### config.mk
export PLATFORM = sky130hd
export DESIGN_NAME = alu_arbiter
export DESIGN_NICKNAME = d
export VERILOG_FILES = /design/src/rtl/alu_arb_pkg.sv /design/src/rtl/alu_arbiter_nibble_alu.sv /design/src/rtl/alu_arbiter.sv
export SDC_FILE = /design/constraint.sdc
export NUM_CORES = 1
export LEC_CHECK = 0
export ABC_AREA = 1
export CORE_ASPECT_RATIO = 2
export CORE_MARGIN = 4
export CORE_UTILIZATION = 30
export DETAILED_ROUTE_END_ITERATION = 8
export SYNTH_ARGS = -nofsm -noshare
export SYNTH_HDL_FRONTEND = slang
export SYNTH_SLANG_ARGS = --single-unit
### constraint.sdc
create_clock -name iClk -period 1.61 [get_ports iClk]
set_input_delay 0.2415 -clock iClk [delete_from_list [all_inputs] [get_ports iClk]]
set_output_delay 0.2415 -clock iClk [all_outputs]
set_load 0.03 [all_outputs]
### src/rtl/alu_arb_pkg.sv
// Shared definitions for the two-requester ALU arbiter: opcodes, requester
// indices, FSM state type and the winner-selection helper.
package alu_arb_pkg;

    // Opcode encoding presented by each requester
    localparam logic OP_ADD = 1'b0;
    localparam logic OP_AND = 1'b1;

    // Requester indices (also the bit position in iReq/oGrant/oValid)
    localparam logic REQ0 = 1'b0;
    localparam logic REQ1 = 1'b1;

    // Arbiter FSM states
    typedef enum logic [1:0] {
        IDLE = 2'd0,
        EXEC = 2'd1,
        DONE = 2'd2
    } state_e;

    // A lone requester always wins; under contention the priority index wins.
    function automatic logic pick_winner(input logic [1:0] req, input logic prio);
        if (req == 2'b01) begin
            return REQ0;
        end
        if (req == 2'b10) begin
            return REQ1;
        end
        return prio;
    endfunction

endpackage

### src/rtl/alu_arbiter_nibble_alu.sv
// nibble_alu: combinational WIDTH-bit add/AND with carry-out. Carry is only
// meaningful for add; an AND always reports carry 0.
module nibble_alu
    import alu_arb_pkg::*;
#(
    parameter int WIDTH = 4
) (
    input  logic             op_i,
    input  logic [WIDTH-1:0] a_i,
    input  logic [WIDTH-1:0] b_i,
    output logic [WIDTH-1:0] result_o,
    output logic             carry_o
);

    logic [WIDTH:0] sum;

    // Add at WIDTH+1 bits so the top bit is the carry-out; AND bypasses it
    always_comb begin
        sum = {1'b0, a_i} + {1'b0, b_i};
        if (op_i == OP_AND) begin
            result_o = a_i & b_i;
            carry_o  = 1'b0;
        end else begin
            result_o = sum[WIDTH-1:0];
            carry_o  = sum[WIDTH];
        end
    end

endmodule

### src/rtl/alu_arbiter.sv
// alu_arbiter: shares one nibble_alu between two requesters.
// Sequence per operation: IDLE (arbitrate, latch) -> EXEC (oGrant pulse,
// ALU result registered) -> DONE (oValid pulse) -> IDLE.
// Handshake: a requester holds iReq[r] and its operands until it sees
// oGrant[r]; operands are latched on that edge and later changes are ignored.
// oValid[r] pulses one cycle with oResult/oCarry, which then hold until the
// next completion. Requests are only looked at in IDLE.
// Build option: define ALU_ARB_FIXED_PRIO_EN for fixed priority (requester 0
// wins contention, no round-robin pointer); default is round-robin.
module alu_arbiter
    import alu_arb_pkg::*;
#(
    parameter int WIDTH = 4
) (
    input  logic             iClk,
    input  logic             iRst,
    input  logic [1:0]       iReq,
    input  logic             iOp0,
    input  logic [WIDTH-1:0] iA0,
    input  logic [WIDTH-1:0] iB0,
    input  logic             iOp1,
    input  logic [WIDTH-1:0] iA1,
    input  logic [WIDTH-1:0] iB1,
    output logic [1:0]       oGrant,
    output logic [1:0]       oValid,
    output logic [WIDTH-1:0] oResult,
    output logic             oCarry,
    output logic             oBusy
);

    state_e           state_q, state_d;
    logic             win_q, win_d;
    logic             op_q, op_d;
    logic [WIDTH-1:0] a_q, a_d;
    logic [WIDTH-1:0] b_q, b_d;
    logic [1:0]       grant_q, grant_d;
    logic [1:0]       valid_q, valid_d;
    logic [WIDTH-1:0] result_q, result_d;
    logic             carry_q, carry_d;
    logic             busy_q, busy_d;
    logic             prio;
    logic             win;
    logic [WIDTH-1:0] alu_result;
    logic             alu_carry;

`ifdef ALU_ARB_FIXED_PRIO_EN
    assign prio = REQ0;
`else
    logic rr_q, rr_d;
    assign prio = rr_q;
`endif

    // The ALU only ever sees the latched operands, never the live inputs
    nibble_alu #(.WIDTH(WIDTH)) u_alu (
        .op_i     (op_q),
        .a_i      (a_q),
        .b_i      (b_q),
        .result_o (alu_result),
        .carry_o  (alu_carry)
    );

    // Next-state and next-output logic for the arbitration sequence
    always_comb begin
        state_d  = state_q;
        win_d    = win_q;
        op_d     = op_q;
        a_d      = a_q;
        b_d      = b_q;
        grant_d  = 2'b00;
        valid_d  = 2'b00;
        result_d = result_q;
        carry_d  = carry_q;
`ifndef ALU_ARB_FIXED_PRIO_EN
        rr_d     = rr_q;
`endif
        win      = pick_winner(iReq, prio);
        case (state_q)
            IDLE: begin
                if (iReq != 2'b00) begin
                    win_d = win;
                    if (win == REQ1) begin
                        op_d    = iOp1;
                        a_d     = iA1;
                        b_d     = iB1;
                        grant_d = 2'b10;
                    end else begin
                        op_d    = iOp0;
                        a_d     = iA0;
                        b_d     = iB0;
                        grant_d = 2'b01;
                    end
                    state_d = EXEC;
                end
            end
            EXEC: begin
                result_d = alu_result;
                carry_d  = alu_carry;
                valid_d  = (win_q == REQ1) ? 2'b10 : 2'b01;
                state_d  = DONE;
            end
            DONE: begin
`ifndef ALU_ARB_FIXED_PRIO_EN
                // The other requester gets priority at the next contention
                rr_d = ~win_q;
`endif
                state_d = IDLE;
            end
            default: begin
                state_d = IDLE;
            end
        endcase
        busy_d = (state_d != IDLE);
    end

    // State and registered outputs; reset abandons any in-flight operation
    always_ff @(posedge iClk) begin
        if (iRst) begin
            state_q  <= IDLE;
            win_q    <= REQ0;
            op_q     <= OP_ADD;
            a_q      <= '0;
            b_q      <= '0;
            grant_q  <= 2'b00;
            valid_q  <= 2'b00;
            result_q <= '0;
            carry_q  <= 1'b0;
            busy_q   <= 1'b0;
`ifndef ALU_ARB_FIXED_PRIO_EN
            rr_q     <= REQ0;
`endif
        end else begin
            state_q  <= state_d;
            win_q    <= win_d;
            op_q     <= op_d;
            a_q      <= a_d;
            b_q      <= b_d;
            grant_q  <= grant_d;
            valid_q  <= valid_d;
            result_q <= result_d;
            carry_q  <= carry_d;
            busy_q   <= busy_d;
`ifndef ALU_ARB_FIXED_PRIO_EN
            rr_q     <= rr_d;
`endif
        end
    end

    assign oGrant  = grant_q;
    assign oValid  = valid_q;
    assign oResult = result_q;
    assign oCarry  = carry_q;
    assign oBusy   = busy_q;

endmodule

==> summary.txt, run 1 <==
final routed wirelength across all metal layers: 2.24 mm
share of the cycle needed by the critical path after routing: 0.934
GP Congestion: 0.816
CTS H-tree lvls: 1
Max IR drop VDD: 0.466 mV
number of cells upsized or downsized after cts: 0
share of async-settable or async-resettable flops after synthesis: 0
total setup violations reported at the end of the flow: 0
Netlist Area Pre-Place: 1050 µm²
family with the most delay on the worst path: buffers and inverters
antenna violations before repair: 0
number of instances in the synthesized netlist: 125
total CTS buffers: 3
Critical-path top delay cell: clkdlybuf4s50_1
Area Overhead vs Synth: 39.2%
worst setup path class: flip-flop to primary output
flip-flop and latch count after synthesis: 23
count of warnings emitted by yosys: 0
number of buffers on the longest clock path: 2
beginning of the worst register-to-register path: a_q[0]$_SDFFE_PP0P_
source-to-sink clock delay at the later pin of the worst-skew pair: 0.26 ns
worst path cell trace: clkdlybuf4s50_1
DRC violations left: 0
Hold Violations, Final: 0
final critical path time including I/O delays and setup: 1.50 ns
Most used DFF post-synth: dfxtp_1
Worst Setup Start Kind: flip-flop
net count of the mapped netlist: 152
Reg2Reg Depth: 6
I/O Buffers: 31
DR top layer: met4
upper clock frequency limit: 665 MHz
cell row count: 30
number of buffers inserted by hold repair at cts: 0
half-perimeter wire length after placement: 1.84 mm
remaining max-slew budget at the tightest pin: 0.774
number of enable flip-flop cells after synthesis: 0
Worst Path Max Fanout: 2
count of maximum capacitance violations: 0
cell type with the highest aggregate area in the netlist: dfxtp_1
Global Route Usage Sum: 0.107
finished layout cell area: 1460 µm²
sequential-to-total area share from yosys stat: 0.438
clock network fraction of design power: 0.268
area share of the largest cell type after synthesis: 0.438
starting density of the core: 0.311
critical path capture point type: primary output
vias after detailed routing: 947
Worst Setup EP: oResult[2]
CTS sink count: 23
largest cells by area after synthesis: dfxtp_1 44%, nand2_1 12%, a21oi_1 6.2%
static power due to leakage: 0.657 nW
Critical path origin: oResult[2]$_SDFFE_PP0N_
standard cell core area: 3380 µm²
Post-layout nets: 190
Detail Route Antenna Nets: 0
switching part of the total power: 0.295
number of ports placed on the die boundary: 32
drt via density: 4.88
outcome: finished, final reports clean
Total Negative Setup Slacks: 0 ns
met2 layer wire length in the routed design: 1.28 mm
Reg2Reg Capture Point: oCarry$_SDFFE_PP0N_
max-slew violation count: 0
fin util: 0.433
number of buffers and inverters on the critical path: 1
logic depth of the worst setup path including buffers: 1
RSZ-0062 raised after global routing: false
fraction of final layout cells sized beyond drive strength 1: 0.160
Setup Buffers After CTS: 0
TritonCTS clock tree: yes
detailed-route wire length per cell: 11.6 µm
dominant cell by count in the synthesized netlist: nand2_1
aggregate global routing overflow: 0
most numerous cell types in the synthesized netlist: 33 x nand2_1, 23 x dfxtp_1, 13 x a21oi_1
drt initial violations: 16
met3 wire length: 84 µm
net load switching power: 0.000394 W
detailed-router iteration count before antenna repair: 4
final setup skew: 0.00149 ns
part of the power in combinational logic: 0.243
die footprint: 4570 µm²
path type of the worst min-delay path: flip-flop to flip-flop
worst hold margin: 0.469 ns
detailed-route wire length on metal 1: 832 µm
die extent in x: 49.9 µm
critical path data required time: 1.37 ns
largest net degree at the start of global routing: 14
unique cell type count in the Yosys netlist: 21
ant diodes: 0
cell area reported after detailed placement: 1420 µm²
CP Data Arrival Time: 1.26 ns
sequential group share of total power: 0.490
Synth Area per Inst: 8.41 µm²
first-pass GRT wire length: 3.85 mm
r2r setup slk: 0.13 ns
overall die height: 91.7 µm
Worst Setup Slack, final: 0.106 ns
Clock Root Buffer: clkbuf_8
Slowest Stage Delay on Critical Path: 0.67 ns
cell area power density: 915 nW/µm²
Pint: 0.000944 W
transition at the pin with the smallest max-transition slack: 0.339 ns
number of global-route vias before repair: 945
CTS clock-pin slew for the worst setup and hold paths: 0.08 ns
worst-case setup slack after placement: 0.0268 ns
## sequential cells by signal, indices dropped and copies added, names as in the netlist, 2 cells and up
signal / count
a_q: 4
b_q: 4
oResult: 4
oGrant: 2
oValid: 2
state_q: 2
## layout by cell type, fill, tap and decap left out, types with 2 or more instances in the layout
| master | instances |
|---|---|
| ha_1 | 4 |
| o21ai_0 | 7 |
| inv_2 | 3 |
| dfxtp_1 | 23 |
| nand2_2 | 5 |
| a21oi_1 | 13 |
| clkbuf_8 | 3 |
| nor2_1 | 5 |
| inv_1 | 9 |
| nand3_2 | 5 |
| nand3_1 | 7 |
| nand2_1 | 33 |
| nor2_8 | 2 |
| buf_4 | 2 |
| clkdlybuf4s50_1 | 31 |
## routing by layer
metal | track usage | vias to the layer above
met3 | 0.0195 | 4
li1 | - | 483
met5 | 0 | -
met4 | 0.0577 | 0
met2 | 0.205 | 26
met1 | 0.102 | 434
## power groups by stage
| stage | registers (W) | logic [W] | clock network, W |
|---|---|---|---|
| floorplan | 0.000703 | 0.000156 | 0 |
| global placement | 0.000668 | 0.000321 | 0 |
| detailed placement | 0.000668 | 0.000327 | 0 |
| CTS | 0.000656 | 0.000329 | 0.000373 |
| global route | 0.000663 | 0.000361 | 0.000397 |
| finish | 0.000655 | 0.000325 | 0.000358 |
## worst min-delay path by stage
| stage | slack, ns | end | depth (start not counted) | start |
|---|---|---|---|---|
| after global routing | 0.49 | oValid[1]$_SDFF_PP0_ | 2 | win_q$_SDFFE_PP0P_ |
| final | 0.47 | oResult[3]$_SDFFE_PP0N_ | 2 | oResult[3]$_SDFFE_PP0N_ |
| after floorplan | 0.31 | oResult[3]$_SDFFE_PP0N_ | 1 | iRst |
| after CTS | 0.47 | oResult[3]$_SDFFE_PP0N_ | 2 | oResult[3]$_SDFFE_PP0N_ |
| after global placement | 0.45 | oResult[3]$_SDFFE_PP0N_ | 2 | oResult[3]$_SDFFE_PP0N_ |
| after detailed placement | 0.46 | oResult[3]$_SDFFE_PP0N_ | 2 | oResult[3]$_SDFFE_PP0N_ |
## stage by stage
step           instances  power (W)
6_report             194    0.00134
5_1_grt              194    0.00142
4_1_cts              194    0.00136
3_5_place_dp         190   0.000996
3_3_place_gp         190   0.000990
2_1_floorplan        125   0.000858
## cell type report
type,count,area [µm²]
clock buffer,3,41.3
clock inverter,1,5.00
fill,341,1920
inverter,12,45.0
multi-input combinational,90,546
sequential,23,460
tap,32,40.0
timing repair buffer,33,325
## logic make-up (layout without fill, tap and decap cells)
| logic type | count (synthesis) | count (layout) | share of synthesized area |
|---|---|---|---|
| buffers and inverters | 12 | 49 | 0.0429 |
| adder cells (fa/ha/maj) | 5 | 5 | 0.0667 |
| AND/OR/NAND/NOR | 62 | 62 | 0.333 |
| AO/OA/AOI/OAI | 23 | 23 | 0.119 |
| flip-flops | 23 | 23 | 0.438 |
## worst min-delay path: cells and delay by family, from the launching register on
family	cells	cell delay [ns]
flip-flops	1	0.32
AND/OR/NAND/NOR	1	0.06
AO/OA/AOI/OAI	1	0.05
Note: power is estimated with default switching activity, not from simulation.
==> run 2: changes to the inputs <==
--- a/config.mk
+++ b/config.mk
@@ -10,6 +10,7 @@
 export CORE_MARGIN = 4
 export CORE_UTILIZATION = 30
 export DETAILED_ROUTE_END_ITERATION = 8
+export SLEW_MARGIN = 10
 export SYNTH_ARGS = -nofsm -noshare
 export SYNTH_HDL_FRONTEND = slang
 export SYNTH_SLANG_ARGS = --single-unit
==> constraint.sdc (replaced) <==
create_clock -name iClk -period 1.3 [get_ports iClk]
set_input_delay 0.195 -clock iClk [delete_from_list [all_inputs] [get_ports iClk]]
set_output_delay 0.195 -clock iClk [all_outputs]
set_load 0.03 [all_outputs]
==> run 2 against run 1 <==
  * The flow now finishes with violations (setup timing)
  * Largest power group unchanged
  * Cell count rose by 4.1%
  * Clock power is 24% higher
  * Worst setup slack got worse by 0.11 ns
  * First-iteration DRC count shrank 31%
  * Worst hold slack worse by 0.069 ns
  * Combinational power is 42% higher
  * Critical path type is now flip-flop to flip-flop
  * Non-clock buffer count up 6
  * Clock-buffer cell count unchanged
  * Design area up 8.6%
  * Wire length rose by 18%
  * Highest routed layer unchanged
  * Register-to-register slack worse by 0.13 ns
==> summary.txt, run 2 (synthesis gave the netlist of run 1 again) <==
beginning of the worst register-to-register path: a_q[0]$_SDFFE_PP0P_
detailed-route wire length per cell: 13.1 µm (+13%)
final routed wirelength across all metal layers: 2.64 mm (+18%)
Worst Path Max Fanout: 3 (+1)
transition at the pin with the smallest max-transition slack: 0.305 ns (-0.0335 ns)
antenna violations before repair: 0 (unchanged)
Critical-path top delay cell: fa_2
cell row count: 30 (unchanged)
starting density of the core: 0.311 (unchanged)
TritonCTS clock tree: yes
Slowest Stage Delay on Critical Path: 0.36 ns (-0.31 ns)
worst setup path class: flip-flop to flip-flop
outcome: complete, but fails checks
finished layout cell area: 1590 µm² (+8.6%)
final critical path time including I/O delays and setup: 1.30 ns
drt via density: 4.91 (+0.50%)
Post-layout nets: 198 (+4.2%)
standard cell core area: 3380 µm² (unchanged)
most frequent cells in the layout: 31 x nand2_1, 21 x dfxtp_1, 19 x clkdlybuf4s50_1
CTS H-tree lvls: 1 (unchanged)
Worst Setup Slack, final: -0.00100 ns (-0.107 ns)
overall die height: 91.7 µm (unchanged)
static power due to leakage: 0.750 nW (+14%)
Hold Violations, Final: 0 (unchanged)
upper clock frequency limit: 769 MHz
Area Overhead vs Synth: 51.2%
CTS sink count: 23 (unchanged)
remaining max-slew budget at the tightest pin: 0.797 (+0.0232)
worst-case hold path end point: win_q$_SDFFE_PP0P_
half-perimeter wire length after placement: 1.93 mm (+4.5%)
total CTS buffers: 3 (unchanged)
source-to-sink clock delay at the later pin of the worst-skew pair: 0.26 ns (about the same)
number of buffers inserted by hold repair at cts: 0 (unchanged)
path type of the worst min-delay path: input port to flip-flop
number of ports placed on the die boundary: 32 (unchanged)
total setup violations reported at the end of the flow: 1 (+1)
first-pass GRT wire length: 4.05 mm (+5.2%)
Reg2Reg Capture Point: oCarry$_SDFFE_PP0N_
CP Data Arrival Time: 1.46 ns (+0.20 ns)
Global Route Usage Sum: 0.112 (+0.00460)
ant diodes: 0 (unchanged)
Clock Root Buffer: clkbuf_8
share of the cycle needed by the critical path after routing: 1.00
violated checks: setup timing
aggregate global routing overflow: 0 (unchanged)
Reg2Reg Depth: 6 (unchanged)
worst path cell trace: ha_4 -> fa_2 -> a21oi_2 -> o21ai_1 -> nand2_1 -> a21oi_1
DRC violations left: 0 (unchanged)
fraction of final layout cells sized beyond drive strength 1: 0.265 (+0.104)
cell area power density: 1090 nW/µm² (+19%)
critical path data required time: 1.46 ns (+0.09 ns)
Total Power Consumption: 0.00172 W (+29%)
count of maximum capacitance violations: 0 (unchanged)
most common library cell in the layout ignoring fill and taps: nand2_1
cell area reported after detailed placement: 1460 µm² (+3.2%)
largest net degree at the start of global routing: 14 (unchanged)
final setup skew: 0.000978 ns (-0.000517 ns)
GP Congestion: 0.881 (+8.0%)
drt initial violations: 11 (-5)
max-slew violation count: 0 (unchanged)
number of buffers on the longest clock path: 2 (unchanged)
number of global-route vias before repair: 934 (-1.2%)
r2r setup slk: -0.001 ns (-0.13 ns)
cell depth of the worst hold path: 4 (+2)
die footprint: 4570 µm² (unchanged)
die extent in x: 49.9 µm (unchanged)
worst min-delay path startpoint: iReq[0]
Worst Setup Start Kind: flip-flop
critical path capture point type: flip-flop
Max IR drop VDD: 0.489 mV (+5.1%)
I/O Buffers: 31 (unchanged)
RSZ-0062 raised after global routing: true
vias after detailed routing: 991 (+4.6%)
detailed-router iteration count before antenna repair: 4 (unchanged)
CTS clock-pin slew for the worst setup and hold paths: 0.08 ns (about the same)
Detail Route Antenna Nets: 0 (unchanged)
[run 2: critical path: cells and delay by family (launching register included)]
kind	cells	cell delay [ns]
fa+ha+maj	2	0.53
flops	1	0.34
simple gates	1	0.07
compound gates	3	0.26
[run 2: cell type report]
class,count,area (µm²)
clock buffers,3,41.3
clock inverters,1,5.00
fillers,337,1790
inverters,12,45.0
multi-input cells,92,619
flip-flops and latches,23,463
well taps,32,40.0
repair buffers,39,375
[run 2: per-layer routing]
layer  global-route usage  routed length (µm)  up-vias
met1                0.109                 910      460
met5                    0                   0        -
met2                0.216                1560       23
met3               0.0211                 107        6
met4               0.0485                  63        0
li1                     -                   -      502
[run 2: power breakdown]
part	leakage, nW	switching (W)	internal, W
clock network	0.0255	0.000231	0.000214
logic	0.535	0.000249	0.000210
registers	0.190	0.0000509	0.000769
[run 2: worst max-delay path by stage]
stage	from	to	slack, ns	cells past startpoint
2_1_floorplan	a_q[0]$_SDFFE_PP0P_	oCarry$_SDFFE_PP0N_	0.02	6
3_3_place_gp	iReq[1]	op_q$_SDFFE_PP0P_	-0.20	7
3_5_place_dp	iReq[1]	op_q$_SDFFE_PP0P_	-0.25	7
4_1_cts	a_q[0]$_SDFFE_PP0P_	oCarry$_SDFFE_PP0N_	-0.02	6
5_1_grt	a_q[0]$_SDFFE_PP0P_	oCarry$_SDFFE_PP0N_	-0.06	6
6_report	a_q[0]$_SDFFE_PP0P_	oCarry$_SDFFE_PP0N_	-0.001	6
[run 2: through the flow]
| step | utilization | setup TNS, ns | setup WS (ns) | hold slack, ns | std cells |
|---|---|---|---|---|---|
| 3_3_place_gp | 0.433 | -2.20 | -0.201 | 0.449 | 194 |
| 4_1_cts | 0.447 | -0.0182 | -0.0182 | 0.461 | 198 |
| 5_1_grt | 0.470 | -0.100 | -0.0629 | 0.460 | 202 |
| 3_5_place_dp | 0.433 | -2.82 | -0.250 | 0.451 | 194 |
| 2_1_floorplan | - | 0 | 0.0242 | 0.264 | 125 |
| 6_report | 0.470 | -0.00100 | -0.00100 | 0.399 | 202 |
[run 2: repair_timing]
| action | 4_1_cts | 5_1_grt |
|---|---|---|
| buffers inserted | 0 | 2 |
| cloned | 0 | 2 |
| setup endpoints to repair | 13 | 14 |
| pin swaps | 2 | 7 |
| resized for setup | 15 | 12 |
==> run 3: changes to the inputs <==
--- a/config.mk
+++ b/config.mk
@@ -9,8 +9,9 @@
 export CORE_ASPECT_RATIO = 2
 export CORE_MARGIN = 4
 export CORE_UTILIZATION = 30
+export CTS_CLUSTER_SIZE = 8
 export DETAILED_ROUTE_END_ITERATION = 8
-export SLEW_MARGIN = 10
+export SLEW_MARGIN = 5
 export SYNTH_ARGS = -nofsm -noshare
 export SYNTH_HDL_FRONTEND = slang
 export SYNTH_SLANG_ARGS = --single-unit
==> results of run 3 <==
Final layout, timing and power as in run 2 (identical DEF).
